===== src/rtl/branch_predict_unit_pkg.sv =====
// Shared definitions for the branch predict unit: funct3 codes, 2-bit counter
// encodings and the saturating counter update.
package branch_predict_unit_pkg;

  localparam logic [2:0] BR_BEQ  = 3'd0;
  localparam logic [2:0] BR_BNE  = 3'd1;
  localparam logic [2:0] BR_BLT  = 3'd4;
  localparam logic [2:0] BR_BGE  = 3'd5;
  localparam logic [2:0] BR_BLTU = 3'd6;
  localparam logic [2:0] BR_BGEU = 3'd7;

  typedef logic [1:0] cnt_t;

  localparam cnt_t CNT_SNT   = 2'b00;
  localparam cnt_t CNT_WNT   = 2'b01;
  localparam cnt_t CNT_WT    = 2'b10;
  localparam cnt_t CNT_ST    = 2'b11;
  localparam cnt_t CNT_RESET = CNT_WNT;

  function automatic cnt_t cnt_next(input cnt_t cnt, input logic taken);
    cnt_t res;
    res = cnt;
    if (taken && cnt != CNT_ST) res = cnt + 2'd1;
    else if (!taken && cnt != CNT_SNT) res = cnt - 2'd1;
    return res;
  endfunction

endpackage


===== src/rtl/branch_predict_unit_if.sv =====
// Fetch/execute-facing bundle of the branch predict unit.
// Handshake: no ready; a request is taken whenever res_valid=1 and res_flush=0,
// one per cycle, and its result appears as a one-cycle res_done pulse after the next edge.
interface branch_predict_unit_if #(parameter int XLEN = 32);
  logic [XLEN-1:0] pred_pc;
  logic            pred_taken;
  logic            res_valid;
  logic            res_flush;
  logic [XLEN-1:0] res_pc;
  logic [2:0]      res_funct3;
  logic [XLEN-1:0] res_rs1;
  logic [XLEN-1:0] res_rs2;
  logic [XLEN-1:0] res_imm;
  logic            res_pred_taken;
  logic            res_done;
  logic            res_taken;
  logic            res_mispredict;
  logic [XLEN-1:0] res_redirect_pc;
  logic            res_illegal;

  modport master (
    output pred_pc, res_valid, res_flush, res_pc, res_funct3, res_rs1, res_rs2,
           res_imm, res_pred_taken,
    input  pred_taken, res_done, res_taken, res_mispredict, res_redirect_pc, res_illegal
  );

  modport slave (
    input  pred_pc, res_valid, res_flush, res_pc, res_funct3, res_rs1, res_rs2,
           res_imm, res_pred_taken,
    output pred_taken, res_done, res_taken, res_mispredict, res_redirect_pc, res_illegal
  );
endinterface


===== src/rtl/branch_predict_unit_compare.sv =====
// Full-width RV32 branch condition evaluation; funct3 2/3 flagged illegal.
module branch_compare
  import branch_predict_unit_pkg::*;
#(
  parameter int XLEN = 32
) (
  input  logic [XLEN-1:0] rs1,
  input  logic [XLEN-1:0] rs2,
  input  logic [2:0]      funct3,
  output logic            taken,
  output logic            illegal
);

  always_comb begin
    taken   = 1'b0;
    illegal = 1'b0;
    case (funct3)
      BR_BEQ:  taken = (rs1 == rs2);
      BR_BNE:  taken = (rs1 != rs2);
      BR_BLT:  taken = ($signed(rs1) < $signed(rs2));
      BR_BGE:  taken = ($signed(rs1) >= $signed(rs2));
      BR_BLTU: taken = (rs1 < rs2);
      BR_BGEU: taken = (rs1 >= rs2);
      default: illegal = 1'b1;
    endcase
  end

endmodule


===== src/rtl/branch_predict_unit.sv =====
// Branch resolution plus a direct-mapped 2-bit counter predictor.
// Optional BRANCH_STATS_EN adds resolve/mispredict counters.
module branch_predict_unit
  import branch_predict_unit_pkg::*;
#(
  parameter int XLEN        = 32,
  parameter int BHT_ENTRIES = 64
) (
  input  logic clk,
  input  logic rst_n,
  branch_predict_unit_if.slave bus
`ifdef BRANCH_STATS_EN
  ,
  output logic [31:0] stat_branches,
  output logic [31:0] stat_mispredicts
`endif
);

  localparam int IDX = $clog2(BHT_ENTRIES);

  cnt_t            bht [BHT_ENTRIES];
  logic [IDX-1:0]  pred_idx;
  logic [IDX-1:0]  res_idx;
  logic            cmp_taken;
  logic            cmp_illegal;
  logic            accept;
  logic            update;
  logic            mispredict;
  logic [XLEN-1:0] next_pc;
  logic            unused_pred_bits;

  assign pred_idx       = bus.pred_pc[IDX+1:2];
  assign res_idx        = bus.res_pc[IDX+1:2];
  assign bus.pred_taken = bht[pred_idx][1];
  assign unused_pred_bits = ^{bus.pred_pc[XLEN-1:IDX+2], bus.pred_pc[1:0]};

  branch_compare #(.XLEN(XLEN)) u_compare (
    .rs1     (bus.res_rs1),
    .rs2     (bus.res_rs2),
    .funct3  (bus.res_funct3),
    .taken   (cmp_taken),
    .illegal (cmp_illegal)
  );

  // Illegal requests still complete, but as not-taken and without training.
  assign accept     = bus.res_valid & ~bus.res_flush;
  assign update     = accept & ~cmp_illegal;
  assign mispredict = update & (cmp_taken != bus.res_pred_taken);
  assign next_pc    = (update && cmp_taken) ? bus.res_pc + bus.res_imm
                                            : bus.res_pc + XLEN'(4);

  always_ff @(posedge clk or negedge rst_n) begin
    if (!rst_n) begin
      for (int i = 0; i < BHT_ENTRIES; i++) bht[i] <= CNT_RESET;
    end else if (update) begin
      bht[res_idx] <= cnt_next(bht[res_idx], cmp_taken);
    end
  end

  always_ff @(posedge clk or negedge rst_n) begin
    if (!rst_n) begin
      bus.res_done        <= 1'b0;
      bus.res_taken       <= 1'b0;
      bus.res_mispredict  <= 1'b0;
      bus.res_illegal     <= 1'b0;
      bus.res_redirect_pc <= '0;
    end else begin
      bus.res_done       <= accept;
      bus.res_taken      <= update & cmp_taken;
      bus.res_mispredict <= mispredict;
      bus.res_illegal    <= accept & cmp_illegal;
      if (accept) bus.res_redirect_pc <= next_pc;
    end
  end

`ifdef BRANCH_STATS_EN
  always_ff @(posedge clk or negedge rst_n) begin
    if (!rst_n) begin
      stat_branches    <= '0;
      stat_mispredicts <= '0;
    end else begin
      if (update)     stat_branches    <= stat_branches + 32'd1;
      if (mispredict) stat_mispredicts <= stat_mispredicts + 32'd1;
    end
  end
`endif

endmodule


===== src/flat_wrapper.sv =====
// flat-port wrapper written by rule: the top's interface ports become plain ports
module branch_predict_unit_flat import branch_predict_unit_pkg::*;
#(
  parameter int XLEN        = 32,
  parameter int BHT_ENTRIES = 64
)
  (clk, rst_n, bus_pred_pc, bus_res_valid, bus_res_flush, bus_res_pc, bus_res_funct3, bus_res_rs1, bus_res_rs2, bus_res_imm, bus_res_pred_taken, bus_pred_taken, bus_res_done, bus_res_taken, bus_res_mispredict, bus_res_redirect_pc, bus_res_illegal);
  branch_predict_unit_if #(.XLEN(XLEN)) bus_i ();
  input  logic clk;
  input  logic rst_n;
  input wire logic [$bits(bus_i.pred_pc)-1:0] bus_pred_pc;
  input wire logic [$bits(bus_i.res_valid)-1:0] bus_res_valid;
  input wire logic [$bits(bus_i.res_flush)-1:0] bus_res_flush;
  input wire logic [$bits(bus_i.res_pc)-1:0] bus_res_pc;
  input wire logic [$bits(bus_i.res_funct3)-1:0] bus_res_funct3;
  input wire logic [$bits(bus_i.res_rs1)-1:0] bus_res_rs1;
  input wire logic [$bits(bus_i.res_rs2)-1:0] bus_res_rs2;
  input wire logic [$bits(bus_i.res_imm)-1:0] bus_res_imm;
  input wire logic [$bits(bus_i.res_pred_taken)-1:0] bus_res_pred_taken;
  output wire logic [$bits(bus_i.pred_taken)-1:0] bus_pred_taken;
  output wire logic [$bits(bus_i.res_done)-1:0] bus_res_done;
  output wire logic [$bits(bus_i.res_taken)-1:0] bus_res_taken;
  output wire logic [$bits(bus_i.res_mispredict)-1:0] bus_res_mispredict;
  output wire logic [$bits(bus_i.res_redirect_pc)-1:0] bus_res_redirect_pc;
  output wire logic [$bits(bus_i.res_illegal)-1:0] bus_res_illegal;
  assign bus_i.pred_pc = bus_pred_pc;
  assign bus_i.res_valid = bus_res_valid;
  assign bus_i.res_flush = bus_res_flush;
  assign bus_i.res_pc = bus_res_pc;
  assign bus_i.res_funct3 = bus_res_funct3;
  assign bus_i.res_rs1 = bus_res_rs1;
  assign bus_i.res_rs2 = bus_res_rs2;
  assign bus_i.res_imm = bus_res_imm;
  assign bus_i.res_pred_taken = bus_res_pred_taken;
  assign bus_pred_taken = bus_i.pred_taken;
  assign bus_res_done = bus_i.res_done;
  assign bus_res_taken = bus_i.res_taken;
  assign bus_res_mispredict = bus_i.res_mispredict;
  assign bus_res_redirect_pc = bus_i.res_redirect_pc;
  assign bus_res_illegal = bus_i.res_illegal;
  branch_predict_unit #(.XLEN(XLEN), .BHT_ENTRIES(BHT_ENTRIES)) u_core (.clk(clk), .rst_n(rst_n), .bus(bus_i));
endmodule

===== config.mk =====
export PLATFORM = sky130hd
export DESIGN_NAME = branch_predict_unit_flat
export DESIGN_NICKNAME = d
export VERILOG_FILES = /design/src/rtl/branch_predict_unit_pkg.sv /design/src/rtl/branch_predict_unit_if.sv /design/src/rtl/branch_predict_unit_compare.sv /design/src/rtl/branch_predict_unit.sv /design/src/flat_wrapper.sv
export SDC_FILE = /design/constraint.sdc
export NUM_CORES = 1
export LEC_CHECK = 0
export BUFFER_PORTS_ARGS = -buffer_cell sky130_fd_sc_hd__buf_2
export CORE_ASPECT_RATIO = 0.9
export CORE_MARGIN = 2
export CORE_UTILIZATION = 60
export CTS_BUF_LIST = sky130_fd_sc_hd__clkbuf_2 sky130_fd_sc_hd__clkbuf_4 sky130_fd_sc_hd__clkbuf_8
export DETAILED_ROUTE_END_ITERATION = 12
export PLACE_DENSITY = 0.84
export RECOVER_POWER = 25
export SYNTH_ARGS = -nofsm -noshare
export SYNTH_HDL_FRONTEND = slang
export SYNTH_SLANG_ARGS = --single-unit

===== constraint.sdc =====
create_clock -name clk -period 4.12 [get_ports clk]
set_input_delay 0.412 -clock clk [delete_from_list [all_inputs] [get_ports clk]]
set_output_delay 0.412 -clock clk [all_outputs]
set_load 0.02 [all_outputs]

# Yosys cells after proc, flatten, opt, wreduce, memory -nomap -nowiden
# Cells that the tools add are included.
classes:
  reduce_logical: 8
  n_eq_ne: 9
  bitwise: 8
  magnitude_cmp: 7
  n_mux: 15
  addsub: 4
op_table:
  columns: ["op", "count"]
  rows:
  - ["bitwise mux 128 bit", 1]
  - ["greater-or-equal comparator 32 bit", 2]
  - ["less-than comparator 32 bit", 2]
  - ["adder 32 x 3 -> 32 bit (second input constant)", 1]
  - ["adder 32 bit", 1]
  - ["== test 32 bit", 1]
  - ["2-to-1 mux 32 bit", 1]
  - ["!= test 32 bit", 1]
  - ["binary-select mux 2 bit (select 6 bit)", 2]
  - ["2-to-1 mux 2 bit", 8]
  - ["greater-or-equal comparator 7 bit (second input constant)", 2]
  - ["inverter 6 -> 7 bit", 2]
  - ["demux 2 bit (select 6 bit)", 1]
  - ["== test 3 bit (second input constant)", 4]
  - ["less-than comparator 7 x 1 -> 1 bit (second input constant)", 1]
  - ["one-hot mux 1 bit (6 select lines)", 1]
  - ["OR reduction 6 bit", 1]
  - ["bitwise AND 1 bit", 5]
  - ["logical AND 1 bit", 4]
  - ["== test 3 x 1 -> 1 bit (second input constant)", 1]
  - ["logical NOT 3 bit", 1]
  - ["adder 2 x 1 -> 2 bit (second input constant)", 1]
  - ["!= test 2 bit (second input constant)", 1]
  - ["nonzero test 2 bit", 1]
  - ["5 further kinds", 5]
totals:
  regBits: 164
  in_bits: 168
  wordCells: 120

# Depth between registers and ports, before layout
logic_depth:
  depth_word: 10
  mapped_depth: 18
  ltp_nobuf: 14

# By module
# A second synthesis with hierarchy kept.
unflattened:
  cells_unflattened: 1155
  area_unflattened_um2: 11752.5
modules_own_cells:
  columns: ["module", "seq_area_each_um2", "area_each_um2", "cells_per_inst", "n_inst"]
  rows:
  - ["branch_predict_unit", 4184.0, 10822.9, 1026, 1]
  - ["branch_compare", 0.0, 929.6, 129, 1]

# Worst setup path after synthesis
# No wires, ideal clock.
synth_path:
  path_type: "input to register"
  startpoint: "in bus_res_pc[4]"
  endpoint: "reg u_core.bht[11] (netlist name)"
  t_arrival_ns: 3.296
  required_ns: 4.047
  path_slack_ns: 0.751
  cell_stages: 17
  n_path_buf: 6
  cell_sequence: "buf_6 -> nor3b_1 -> buf_6 -> clkbuf_1 -> a22oi_1 -> a31oi_1 -> nor4_1 -> nand3_1 -> clkbuf_1 -> buf_2 -> inv_1 -> ha_1 -> and2_1 -> a311oi_2 -> a31oi_4 -> buf_6 -> a21oi_2"
synth_between:
  elab_chain_cells: 10
  elab_cells_between_ends: 19
synth_lines:
  columns: ["element", "line_no", "text"]
  rows:
  - ["start: declaration", "flat_wrapper.sv:14", "input wire logic [$bits(bus_i.res_pc)-1:0] bus_res_pc;"]
  - ["inverter 6 -> 7 bit (not written as such) (*)", "branch_predict_unit.sv:56", "bht[res_idx] <= cnt_next(bht[res_idx], cmp_taken);"]
  - ["parallel branches: the longest is 8 deep, another holds subtractor 2 x 1 -> 2 bit", null, null]
  - ["bitwise mux 128 bit (*)", "branch_predict_unit.sv:56", null]
  - ["end signal: indexed assignment", "branch_predict_unit.sv:56", null]
  - ["end: declaration", "branch_predict_unit.sv:21", "cnt_t bht [BHT_ENTRIES];"]
# Mark *: on every way between the ends. The select of a mux whose other input is x is not followed.
# A chain may end at the register's enable or synchronous reset.

# Worst setup path in the final report
layout_path:
  startpoint: "in bus_res_pc[3]"
  endpoint: "reg u_core.bht[79] (netlist name)"
# The elaborated chain is that of the path after synthesis.

==> results.md <==
Worst hold path:
- The class of the most critical hold timing path is primary input to register.
- The hold path startpoint is bus_res_pc[0].
- The instance count along the most critical hold path is 3.
- The worst-case hold path end point is u_core.bus.res_redirect_pc[0]$_DFFE_PN0P_.

Power and ir drop:
- For this design the ratio of total power to cell area is 318 mW/mm^2.
- Across the VDD grid, the largest voltage drop is 0.000370 V.
- The total power consumption of the routed design is 4.77 mW.
- For this design the static power due to leakage is 6.87 nW.

STA:
- Adding up every negative setup slack in the final design gives 0 ps.
- The number of endpoints failing setup at the final stage is 0.
- The achievable frequency is 0.284 GHz.
- At the pin with the least slew margin, the transition time is 2810 ps.
- The worst hold slack after final layout is 186 ps.
- Once routing completed, OpenROAD measured the worst setup slack at 601 ps.
- The setup clock skew after layout is 24.0 ps.
- Setup repair after global routing left no endpoint under its margin.
- In the finished design, the share of the clock period the worst path needs comes to 0.854.
- The final count of pins violating max slew is 104.
- Counting I/O delays and the setup requirement, the final critical path takes 3520 ps.
- The worst pin sits at a relative slew slack of -0.871.
- The number of failing hold endpoints at the final stage is 0.

Placement:
- The detailed-placement wirelength estimate is 28.7 mm.
- Including well taps, the total number of placed cells is 2134.
- The routability congestion estimate from global placement is 0.906.
- The count of input and output buffers is 178.
- In this run the cell area measured after placement is 0.0146 mm^2.
- Before CTS, the worst setup slack after placement is 157 ps.

Routing:
- Summed over all layers, the routed wires come to 44.2 mm.
- After detailed routing, the average wire length per cell comes to 20.4 um.
- After detailed routing, the number of remaining DRC violations is 0.
- For this block, the via count after detailed routing is 14300.
- The ratio of routed vias to standard cells is 6.61.
- The count of nets left with antenna violations once routing finished came out at 0.
- The DRC marker count from the first detailed-route iteration is 1568.
- The iteration count of the initial detailed-routing pass is 7.

Yosys:
- The synthesized netlist contains 67 unique library cells.
- The average cell area after synthesis is 7.75 um^2.
- The Yosys warning count is 0.
- The synthesized design contains 164 register bits.
- After synthesis, the share of flip-flops with an asynchronous set or reset is 1.00.
- The synthesized netlist cell count is 1746.
- The share of the yosys chip area belonging to registers is 0.309.
- Counting every net in the synthesized netlist gives 1981.
- In the synthesized netlist the dominant register cell turns out to be dfrtp_1.
- Summing every instance area after synthesis gives 0.0135 mm^2.
- In this run, synthesis inferred 0 flip-flops with an integrated enable.

Global routing:
- The aggregate global-route resource usage is 0.368.
- The largest net degree at the start of global routing is 249.
- The wire length of the first global-routing pass is 69.4 mm.
- The number of antenna violations at the first check in global routing is 0.
- The leftover overflow at the end of global routing is 0.
- The via count of the first global-routing pass came to 13500.

Clock tree:
- The CTS root buffer is clkbuf_8.
- The hold buffer count at cts is 0.
- The CTS clock-pin slew for the worst setup and hold paths is 110 ps.
- The number of buffers inserted during clock tree synthesis is 17.
- The number of setup buffers added after CTS is 0.
- The later pin in the worst-skew pair is clocked with a latency of 500 ps.
- CTS built an H-tree with a depth of 4.
- The longest clock path from root to sink contains 2 buffers.
- In this run, post-CTS repair resized a total of 0 instances.
- The CTS tree is yes.
- The number of sinks handled by clock tree synthesis is 164.

Worst setup path:
- The end of the worst register-to-register path is u_core.bht[79]$_DFFE_PN0P_.
- The total buffers and inverters traversed by the critical path is 4.
- The cell count of the worst reg-to-reg path is 13.
- The startpoint identified for the worst register-to-register timing path is u_core.bht[10]$_DFFE_PN1P_.
- Along the worst path, the maximum fanout reaches 15.
- The setup path with the least slack is of type primary input to register.
- The startpoint type of the worst setup path is a primary input.
- STA puts the critical path data arrival time at 3880 ps.
- Traced cell by cell, the critical path runs through buf_2 > and3b_1 > a22o_1 > a221oi_1 > a31oi_1 > nor4_1 > buf_4 > nand3_4 > inv_1 > ha_4 > and2_1 > a311oi_2 > a31oi_4 > buf_4 > a21oi_1.
- By instance count, the cell type seen most on the critical path is buf_4.
- The slowest stage of the critical path belongs to the cell a31oi_4.
- The critical path starts at bus_res_pc[3].
- The largest delay contributor family on the critical path is compound AO/OA/AOI/OAI gates.
- The worst setup path is captured at a register.
- The required time of the critical path is 4480 ps.
- The register-to-register setup slack is 780 ps.
- The delay contributed by the slowest stage of the critical path is 560 ps.

Final layout:
- The post-synthesis to final-layout area growth is 11.0%.
- The register cell area after layout is 0.00418 mm^2.
- The area of combinational cells with multiple inputs is 0.00857 mm^2.
- Counting the fill cells in the layout gives 1839.
- The filler-free cell count of the finished design is 2166.
- The number of nets in the final layout is 2091.
- The post-route cell area is 0.0150 mm^2.
- The number of antenna diodes in the final layout is 0.
- Of the cells placed in the final design, the portion with a size suffix greater than 1 is 0.200.
- The end-of-flow core utilization is 0.673.

Floorplan:
- The core region area is 0.0223 mm^2.
- The die is 162 um wide.
- The standard-cell row count is 52.
- The effective utilization at floorplan is 0.606.
- The number of I/O pins is 205.
- Measured along the y axis, the die boundary spans 146 um.
- The die covers 0.0238 mm^2.

Status:
- The checks that failed: max-capacitance violations, max-slew violations.
- The run finished, with violations left.

Run:
- The tool flagged a number of max-cap violations equal to 1.
## worst max path at each step
stage	endpoint	slack, ps	cells after the start
2_1_floorplan	u_core.bht[11]$_DFFE_PN0P_	750	17
3_3_place_gp	u_core.bht[69]$_DFFE_PN0P_	260	15
3_5_place_dp	u_core.bht[79]$_DFFE_PN0P_	160	15
4_1_cts	u_core.bht[79]$_DFFE_PN0P_	680	15
5_1_grt	u_core.bht[79]$_DFFE_PN0P_	400	17
6_report	u_core.bht[79]$_DFFE_PN0P_	600	15
## registers in the layout, indices dropped and copies added, names as in the netlist
register,count
u_core.bht,128
u_core.bus.res_done,1
u_core.bus.res_illegal,1
u_core.bus.res_mispredict,1
u_core.bus.res_redirect_pc,32
u_core.bus.res_taken,1
## worst reg2reg max path, stage by stage, from the launching register on
cell and delay [ps]:
dfstp_2 390, a22o_1 210, a221oi_1 270, a31oi_1 210
nor4_1 340, buf_4 180, nand3_4 130, inv_1 140
ha_4 160, and2_1 140, a311oi_2 60, a31oi_4 560
buf_4 330, a21oi_1 110
## area by class of cell
class                      count  area share
clock inverter                15      0.0107
multi-input combinational   1411       0.571
tap                          297      0.0248
clock buffer                  17      0.0156
timing repair buffer         212      0.0869
sequential                   164       0.279
inverter                      50      0.0125
## cells by family after synthesis
family	share of synthesized area
AO/OA/AOI/OAI	0.200
buffers and inverters	0.0615
adder cells (fa/ha/maj)	0.0625
AND/OR/NAND/NOR	0.291
multiplexers	0.0387
XOR/XNOR	0.0369
flip-flops	0.309
## cell usage in the layout (no fill, tap or decap), types with 5 or more instances in the layout
cell type  instances
o21ai_0          110
mux4_2            21
o21ai_1           52
nand2_1          206
a31oi_1           19
nand4_1           20
xnor2_1           41
buf_4             20
or2_2              5
ha_1              64
nor3_1           135
a22o_1            11
xor2_1            16
inv_8              6
dfrtp_1          100
dfstp_2           64
a221oi_1          16
nor2b_1            9
a21oi_1           97
buf_12            13
clkbuf_8          17
nand3_1           91
mux2i_1            5
and3_1           137
o31ai_1            6
o21a_1             8
a22oi_1           47
inv_1             49
nor2_1           186
o21bai_1           5
buf_2            177
a21o_1            16
a21oi_2           21
## metal layers
layer | up-vias | share of wire | global-route usage
li1 | 6519 | - | -
met1 | 6628 | 0.38 | 0.488
met2 | 977 | 0.44 | 0.561
met3 | 204 | 0.13 | 0.0866
met4 | 0 | 0.053 | 0.192
met5 | - | 0 | 0
## cell usage after synthesis (47+ instances only)
library cell / instances / area [um^2]
nand2_1: 207 / 777
nor2_1: 187 / 702
and3_1: 137 / 857
nor3_1: 135 / 676
o21ai_0: 110 / 551
dfrtp_1: 100 / 2500
a21oi_1: 97 / 485
nand3_1: 92 / 460
clkbuf_1: 66 / 248
ha_1: 66 / 826
dfstp_2: 64 / 1680
o21ai_1: 52 / 260
inv_1: 49 / 184
a22oi_1: 47 / 353
## report_power, final
part / internal [mW] / leakage [nW] / switching (mW)
sequential: 1.84 / 1.95 / 0.140
clock: 0.460 / 0.199 / 0.771
combinational: 0.545 / 4.72 / 1.01
Note: power is estimated with default switching activity, not from simulation.
